**src/rtl/vga_pixel_fetch.sv**
```systemverilog
// vga_pixel_fetch: VGA scan engine (640x480@60 by default) for the maze display.
//   Generates H/V timing and frame-buffer read addresses for a 2x-replicated
//   window. It then returns a 4-bit colour index per pixel, kept aligned with
//   HS/VS/BLANK_N.
//   Everything advances on the pixel tick (one clock in CLK_DIV). Outputs lag
//   the scan counters by RD_LAT+2 ticks.
// Ports:
//   i_clk, i_rst      system clock, synchronous active-high reset
//   o_fb_addr         frame-buffer read address (holds outside the window)
//   i_fb_data         colour index returned RD_LAT ticks after o_fb_addr
//   o_color_idx       colour index to the RGB decoder (0 when blank/out of window)
//   o_VGA_HS/VS       active-low syncs
//   o_VGA_BLANK_N     high in the visible area
//   o_pix_en          one-clock pixel strobe
//   o_vblank_start    one-clock pulse when the output reaches line V_ACT, column 0
// The H_*/V_* timing parameters default to standard 640x480 timing.
module vga_pixel_fetch #(
  parameter int CLK_DIV = 2,
  parameter int RD_LAT  = 2,
  parameter int WIN_X0  = 96,
  parameter int WIN_Y0  = 0,
  parameter int FB_W    = 224,
  parameter int FB_H    = 240,
  parameter int ADDR_W  = 16,
  parameter int H_ACT   = 640,
  parameter int H_FP    = 16,
  parameter int H_SYNC  = 96,
  parameter int H_BP    = 48,
  parameter int V_ACT   = 480,
  parameter int V_FP    = 10,
  parameter int V_SYNC  = 2,
  parameter int V_BP    = 33
) (
  input  logic              i_clk,
  input  logic              i_rst,
  output logic [ADDR_W-1:0] o_fb_addr,
  input  logic [3:0]        i_fb_data,
  output logic [3:0]        o_color_idx,
  output logic              o_VGA_HS,
  output logic              o_VGA_VS,
  output logic              o_VGA_BLANK_N,
  output logic              o_pix_en,
  output logic              o_vblank_start
);
  localparam int H_TOT = H_ACT + H_FP + H_SYNC + H_BP;
  localparam int V_TOT = V_ACT + V_FP + V_SYNC + V_BP;
  localparam int DW    = (CLK_DIV > 1) ? $clog2(CLK_DIV) : 1;
  localparam int HW    = $clog2(H_TOT);
  localparam int VW    = $clog2(V_TOT);

  localparam logic [DW-1:0] DIV_MAX = DW'(CLK_DIV - 1);
  localparam logic [31:0] H_LAST = 32'(H_TOT - 1);
  localparam logic [31:0] V_LAST = 32'(V_TOT - 1);
  localparam logic [31:0] HS_B   = 32'(H_ACT + H_FP);
  localparam logic [31:0] HS_E   = 32'(H_ACT + H_FP + H_SYNC);
  localparam logic [31:0] VS_B   = 32'(V_ACT + V_FP);
  localparam logic [31:0] VS_E   = 32'(V_ACT + V_FP + V_SYNC);
  localparam logic [31:0] HACT   = 32'(H_ACT);
  localparam logic [31:0] VACT   = 32'(V_ACT);
  localparam logic [31:0] X0     = 32'(WIN_X0);
  localparam logic [31:0] Y0     = 32'(WIN_Y0);
  localparam logic [31:0] WIN_W  = 32'(2 * FB_W);
  localparam logic [31:0] WIN_H  = 32'(2 * FB_H);
  localparam logic [31:0] FBW    = 32'(FB_W);

  // Per-pixel sideband carried alongside the frame-buffer read.
  typedef struct packed {
    logic hs;
    logic vs;
    logic blank_n;
    logic in_win;
    logic vbs;      // this pixel is (V_ACT, 0): start of vertical blank
  } sync_t;

  localparam sync_t SYNC_RST = '{hs: 1'b1, vs: 1'b1, blank_n: 1'b0, in_win: 1'b0, vbs: 1'b0};

  logic [DW-1:0]       div_q, div_d;
  logic [HW-1:0]       hcnt_q, hcnt_d;
  logic [VW-1:0]       vcnt_q, vcnt_d;
  logic [ADDR_W-1:0]   addr_q, addr_d;
  logic [3:0]          color_q, color_d;
  logic                pix_en_q, vbs_q;
  sync_t [RD_LAT+1:0]  sr_q, sr_d;
  sync_t               cur;
  logic                pix_tick;
  logic [31:0]         h32, v32, hoff, voff;

  assign pix_tick = (div_q == DIV_MAX);
  assign h32  = 32'(hcnt_q);
  assign v32  = 32'(vcnt_q);
  // Offsets wrap to huge values left of / above the window, so one unsigned
  // compare per axis gives the window test.
  assign hoff = h32 - X0;
  assign voff = v32 - Y0;

  always_comb begin
    div_d  = pix_tick ? '0 : div_q + 1'b1;
    hcnt_d = hcnt_q;
    vcnt_d = vcnt_q;
    if (pix_tick) begin
      if (h32 == H_LAST) begin
        hcnt_d = '0;
        vcnt_d = (v32 == V_LAST) ? '0 : vcnt_q + 1'b1;
      end else begin
        hcnt_d = hcnt_q + 1'b1;
      end
    end
  end

  always_comb begin
    cur         = SYNC_RST;
    cur.hs      = !((h32 >= HS_B) && (h32 < HS_E));
    cur.vs      = !((v32 >= VS_B) && (v32 < VS_E));
    cur.blank_n = (h32 < HACT) && (v32 < VACT);
    cur.in_win  = (hoff < WIN_W) && (voff < WIN_H);
    cur.vbs     = (h32 == 32'd0) && (v32 == VACT);
  end

  // 2x replication: drop the LSB of each offset. FB_W is constant, so the
  // product reduces to shift-add.
  assign addr_d = ADDR_W'((voff >> 1) * FBW + (hoff >> 1));

  assign sr_d = {sr_q[RD_LAT:0], cur};

  // sr_q[RD_LAT] is the pixel whose RAM data is on i_fb_data this tick.
  assign color_d = (sr_q[RD_LAT].in_win && sr_q[RD_LAT].blank_n) ? i_fb_data : 4'd0;

  always_ff @(posedge i_clk) begin
    if (i_rst) begin
      div_q    <= '0;
      hcnt_q   <= '0;
      vcnt_q   <= '0;
      addr_q   <= '0;
      color_q  <= 4'd0;
      pix_en_q <= 1'b0;
      vbs_q    <= 1'b0;
      sr_q     <= {(RD_LAT+2){SYNC_RST}};
    end else begin
      div_q    <= div_d;
      hcnt_q   <= hcnt_d;
      vcnt_q   <= vcnt_d;
      pix_en_q <= pix_tick;
      // Pulses on the same edge the (V_ACT,0) entry reaches the outputs.
      vbs_q    <= pix_tick && sr_q[RD_LAT].vbs;
      if (pix_tick) begin
        sr_q    <= sr_d;
        color_q <= color_d;
        if (cur.in_win) addr_q <= addr_d;
      end
    end
  end

  logic unused_tail;
  assign unused_tail = ^{sr_q[RD_LAT+1].in_win, sr_q[RD_LAT+1].vbs};

  assign o_fb_addr      = addr_q;
  assign o_color_idx    = color_q;
  assign o_VGA_HS       = sr_q[RD_LAT+1].hs;
  assign o_VGA_VS       = sr_q[RD_LAT+1].vs;
  assign o_VGA_BLANK_N  = sr_q[RD_LAT+1].blank_n;
  assign o_pix_en       = pix_en_q;
  assign o_vblank_start = vbs_q;
endmodule
```
**config.mk**
```make
export PLATFORM = sky130hd
export DESIGN_NAME = vga_pixel_fetch
export DESIGN_NICKNAME = d
export VERILOG_FILES = /design/src/rtl/vga_pixel_fetch.sv
export SDC_FILE = /design/constraint.sdc
export NUM_CORES = 1
export LEC_CHECK = 0
export ABC_AREA = 1
export CORE_MARGIN = 4
export CORE_UTILIZATION = 45
export DETAILED_ROUTE_END_ITERATION = 16
export DONT_BUFFER_PORTS = 1
export PLACE_DENSITY = 0.72
export SYNTH_ARGS = -nofsm -noshare
export SYNTH_HDL_FRONTEND = slang
export SYNTH_SLANG_ARGS = --single-unit
```
**constraint.sdc**
```tcl
create_clock -name i_clk -period 3.1 [get_ports i_clk]
set_clock_uncertainty 0.15 [all_clocks]
set_input_delay 0.62 -clock i_clk [delete_from_list [all_inputs] [get_ports i_clk]]
set_output_delay 0.62 -clock i_clk [all_outputs]
set_load 0.02 [all_outputs]
```
==> reports/metrics.cfg <==
[yosys]
synth_fp_nets = 571
yosys-top-cells-area = dfxtp_1, ha_1, nand2_1, inv_1, nor2_1
yosysTopAreaCell = dfxtp_1
ys_seq_area_frac = 0.317
netlist.area_leader.share = 0.317
ys_ff_latch = 61
yosysUniqueCellTypes = 40
synth_area_per_cell_um2 = 7.47
yosys_warnings = 0
syn-cell-area_um2 = 3850
syn_inst = 515

[sta]
period_minus_slack_ns = 3.23
rsz0062_at_grt = true
finalCritPeriodShare = 1.04
fmax_mhz = 309
max-slew-margin-rel = 0.362
worst_slew_pin_slew_ns = 0.953
finalHoldViolations = 0
drv_slew = 0
holdWs_ns = 0.174
fin_ws_ns = -0.133
setup_viol = 4

[clocking]
cts-root-buf = clkbuf_8
path_clk_slew_ns = 0.08
cts_tree = built
clock-sinks = 61
cts_hold_buf = 0
clock_path_buffers = 2
clk_latency_ns = 0.35
numCtsBuffers = 9
cts_max_level = 3

[route]
top_layer = met4
vias = 3401
route.met2.wl_um = 4320
wl_met1_um = 3920
wl_per_cell_um = 13.4
dr.pass1.iters = 5
via_per_inst = 5.16
drt_wl_total_um = 8820
wl_met3_um = 453
drtIter0Drc = 131
drc_errors = 0
antenna_left = 0

[setup_path]
slowest_stage = fa_1
crit_path_cell_trace = fa_1 -> ha_4 -> a21oi_4 -> nand2_2 -> buf_4 -> buf_4 -> xor2_1 -> inv_1 -> ha_4 -> nand2_1 -> inv_2 -> nand3_1 -> nor3_2 -> nor2_1 -> nand3_1 -> nand2_1 -> nor2_1 -> nor2_1
slowest_delay_ns = 0.59
setup.worst_path.end_class = register
worst-endpoint-required_ns = 3.19
critical-path-top-delay-family = adder cells
crit_top_cell = nor2_1
cp-start-kind = register
path_max_fanout = 4
crit_buf_inv = 4
setup.worst_path.class = reg2reg
crit_arrival_ns = 3.33

[placed_design]
dp_hpwl_um = 6430
port_buffers = 0
pre_cts_slack_ns = -0.185
gp_congestion = 0.917
dpl-instance-area_um2 = 4120

[finish]
area_growth_pct = 17.3
layout-drive-gt1-share = 0.191
num-nets-final = 605
final_util = 0.547
antenna_cells = 0
final_area_um2 = 4520

[grt]
first_global_vias = 3213
grt.total_usage = 0.174
grt_pass1_wl_um = 14200
antenna_found_initial = 0
grt.overflow.total = 0
grt_max_degree = 21

[outcome]
status = finished, violations left
violations = negative setup slack

[pwr]
p_leak_nw = 2.11
peakVddDrop_v = 0.000167
power_frac_clock = 0.437
p_sw_frac = 0.258
total_power_w = 0.00147
p_sw_w = 0.000378
p_comb_frac = 0.024
seq_power_share = 0.540
p_per_area_nw_per_um2 = 325
intPower_w = 0.00109

[die]
dieArea_um2 = 10100
initial_core_util = 0.466
io_pins = 31
die_h_um = 100
die_x_um = 100
core_um2 = 8260
rows = 33

[hold_path]
min_path_type = in2reg

[run]
maxCapViolCount = 0

cell usage after synthesis, drive strengths merged:
master	count
nor3	5
dfxtp	61
a21boi	1
a31oi	1
nand3b	1
or2	1
o211ai	2
xnor2	3
and3	1
fa	10
clkbuf	4
inv	85
xor2	22
o2111ai	1
nor4	2
nand3	22
nand4	11
o21ai	31
o22ai	8
nor3b	1
a211oi	2
a21oi	26
o21bai	1
ha	40
clkinv	1
nand2	84
buf	5
nor2	80
a22oi	3
metrics by stage:
step	TNS (ns)	instances
after floorplan	-0.00912	515
after global placement	-0.0789	638
after detailed placement	-0.467	638
after CTS	-0.291	655
after global routing	-1.18	659
final	-0.316	659
routing by layer:
metal	GRT usage	vias to the layer above
met4	0.0477	0
met3	0.0491	14
li1	-	1709
met2	0.296	95
met1	0.216	1583
met5	0	-
flip-flops by register name, summed over array words and instances, names as in the netlist:
register,flops
o_fb_addr,16
sr_d,15
hcnt_q,10
vcnt_q,10
o_color_idx,4
div_q,1
o_VGA_BLANK_N,1
o_VGA_HS,1
o_VGA_VS,1
o_pix_en,1
o_vblank_start,1
cell families after synthesis:
family / count (synthesis) / share of synthesized area
XOR/XNOR: 25 / 0.0588
buffers and inverters: 95 / 0.101
AO/OA/AOI/OAI: 76 / 0.110
adder cells (fa/ha/maj): 50 / 0.182
AND/OR/NAND/NOR: 208 / 0.231
flip-flops: 61 / 0.317
layout make-up:
class                      count  area [um^2]
timing repair buffer          32          244
inverter                      86          323
sequential                    61         1240
clock buffer                   9          124
fill                         765         3740
clock inverter                 7         50.0
multi-input combinational    359         2410
tap                          105          131
worst paths after layout:
path	start	endpoint	slack (ns)	cells after the start
worst max-delay path	vcnt_q[4]$_SDFFE_PP0P_	o_fb_addr[15]$_SDFFE_PP0P_	-0.13	18
worst min-delay path	i_rst	vcnt_q[8]$_SDFFE_PP0P_	0.17	1
worst max register to register	vcnt_q[4]$_SDFFE_PP0P_	o_fb_addr[15]$_SDFFE_PP0P_	-0.13	18
worst min register to register	sr_d[15]$_SDFFE_PP0P_	o_vblank_start$_SDFF_PP0_	0.29	2
power groups by stage:
stage | logic [W] | registers, W | clock network [W]
after global routing | 0.0000396 | 0.000791 | 0.000681
after detailed placement | 0.0000347 | 0.000811 | 0
after global placement | 0.0000340 | 0.000811 | 0
after floorplan | 0.0000270 | 0.000810 | 0
final | 0.0000347 | 0.000791 | 0.000640
after CTS | 0.0000352 | 0.000792 | 0.000646
placed cells by master (no fill, tap or decap), types with 19 or more instances in the layout:
master | netlist | routed
buf_4 | 0 | 31
nand3_1 | 20 | 19
nand2_1 | 82 | 77
nor2_1 | 76 | 73
inv_1 | 81 | 73
dfxtp_1 | 61 | 53
o21ai_0 | 24 | 23
xor2_1 | 21 | 21
a21oi_1 | 26 | 22
ha_1 | 40 | 33
repair_timing:
action | in CTS | in global routing
setup buffers | 1 | 4
pin swaps | 15 | 22
hold endpoints to repair | 0 | 0
resized for setup | 14 | 34
setup endpoints to repair | 5 | 6
Note: power is estimated with default switching activity, not from simulation.
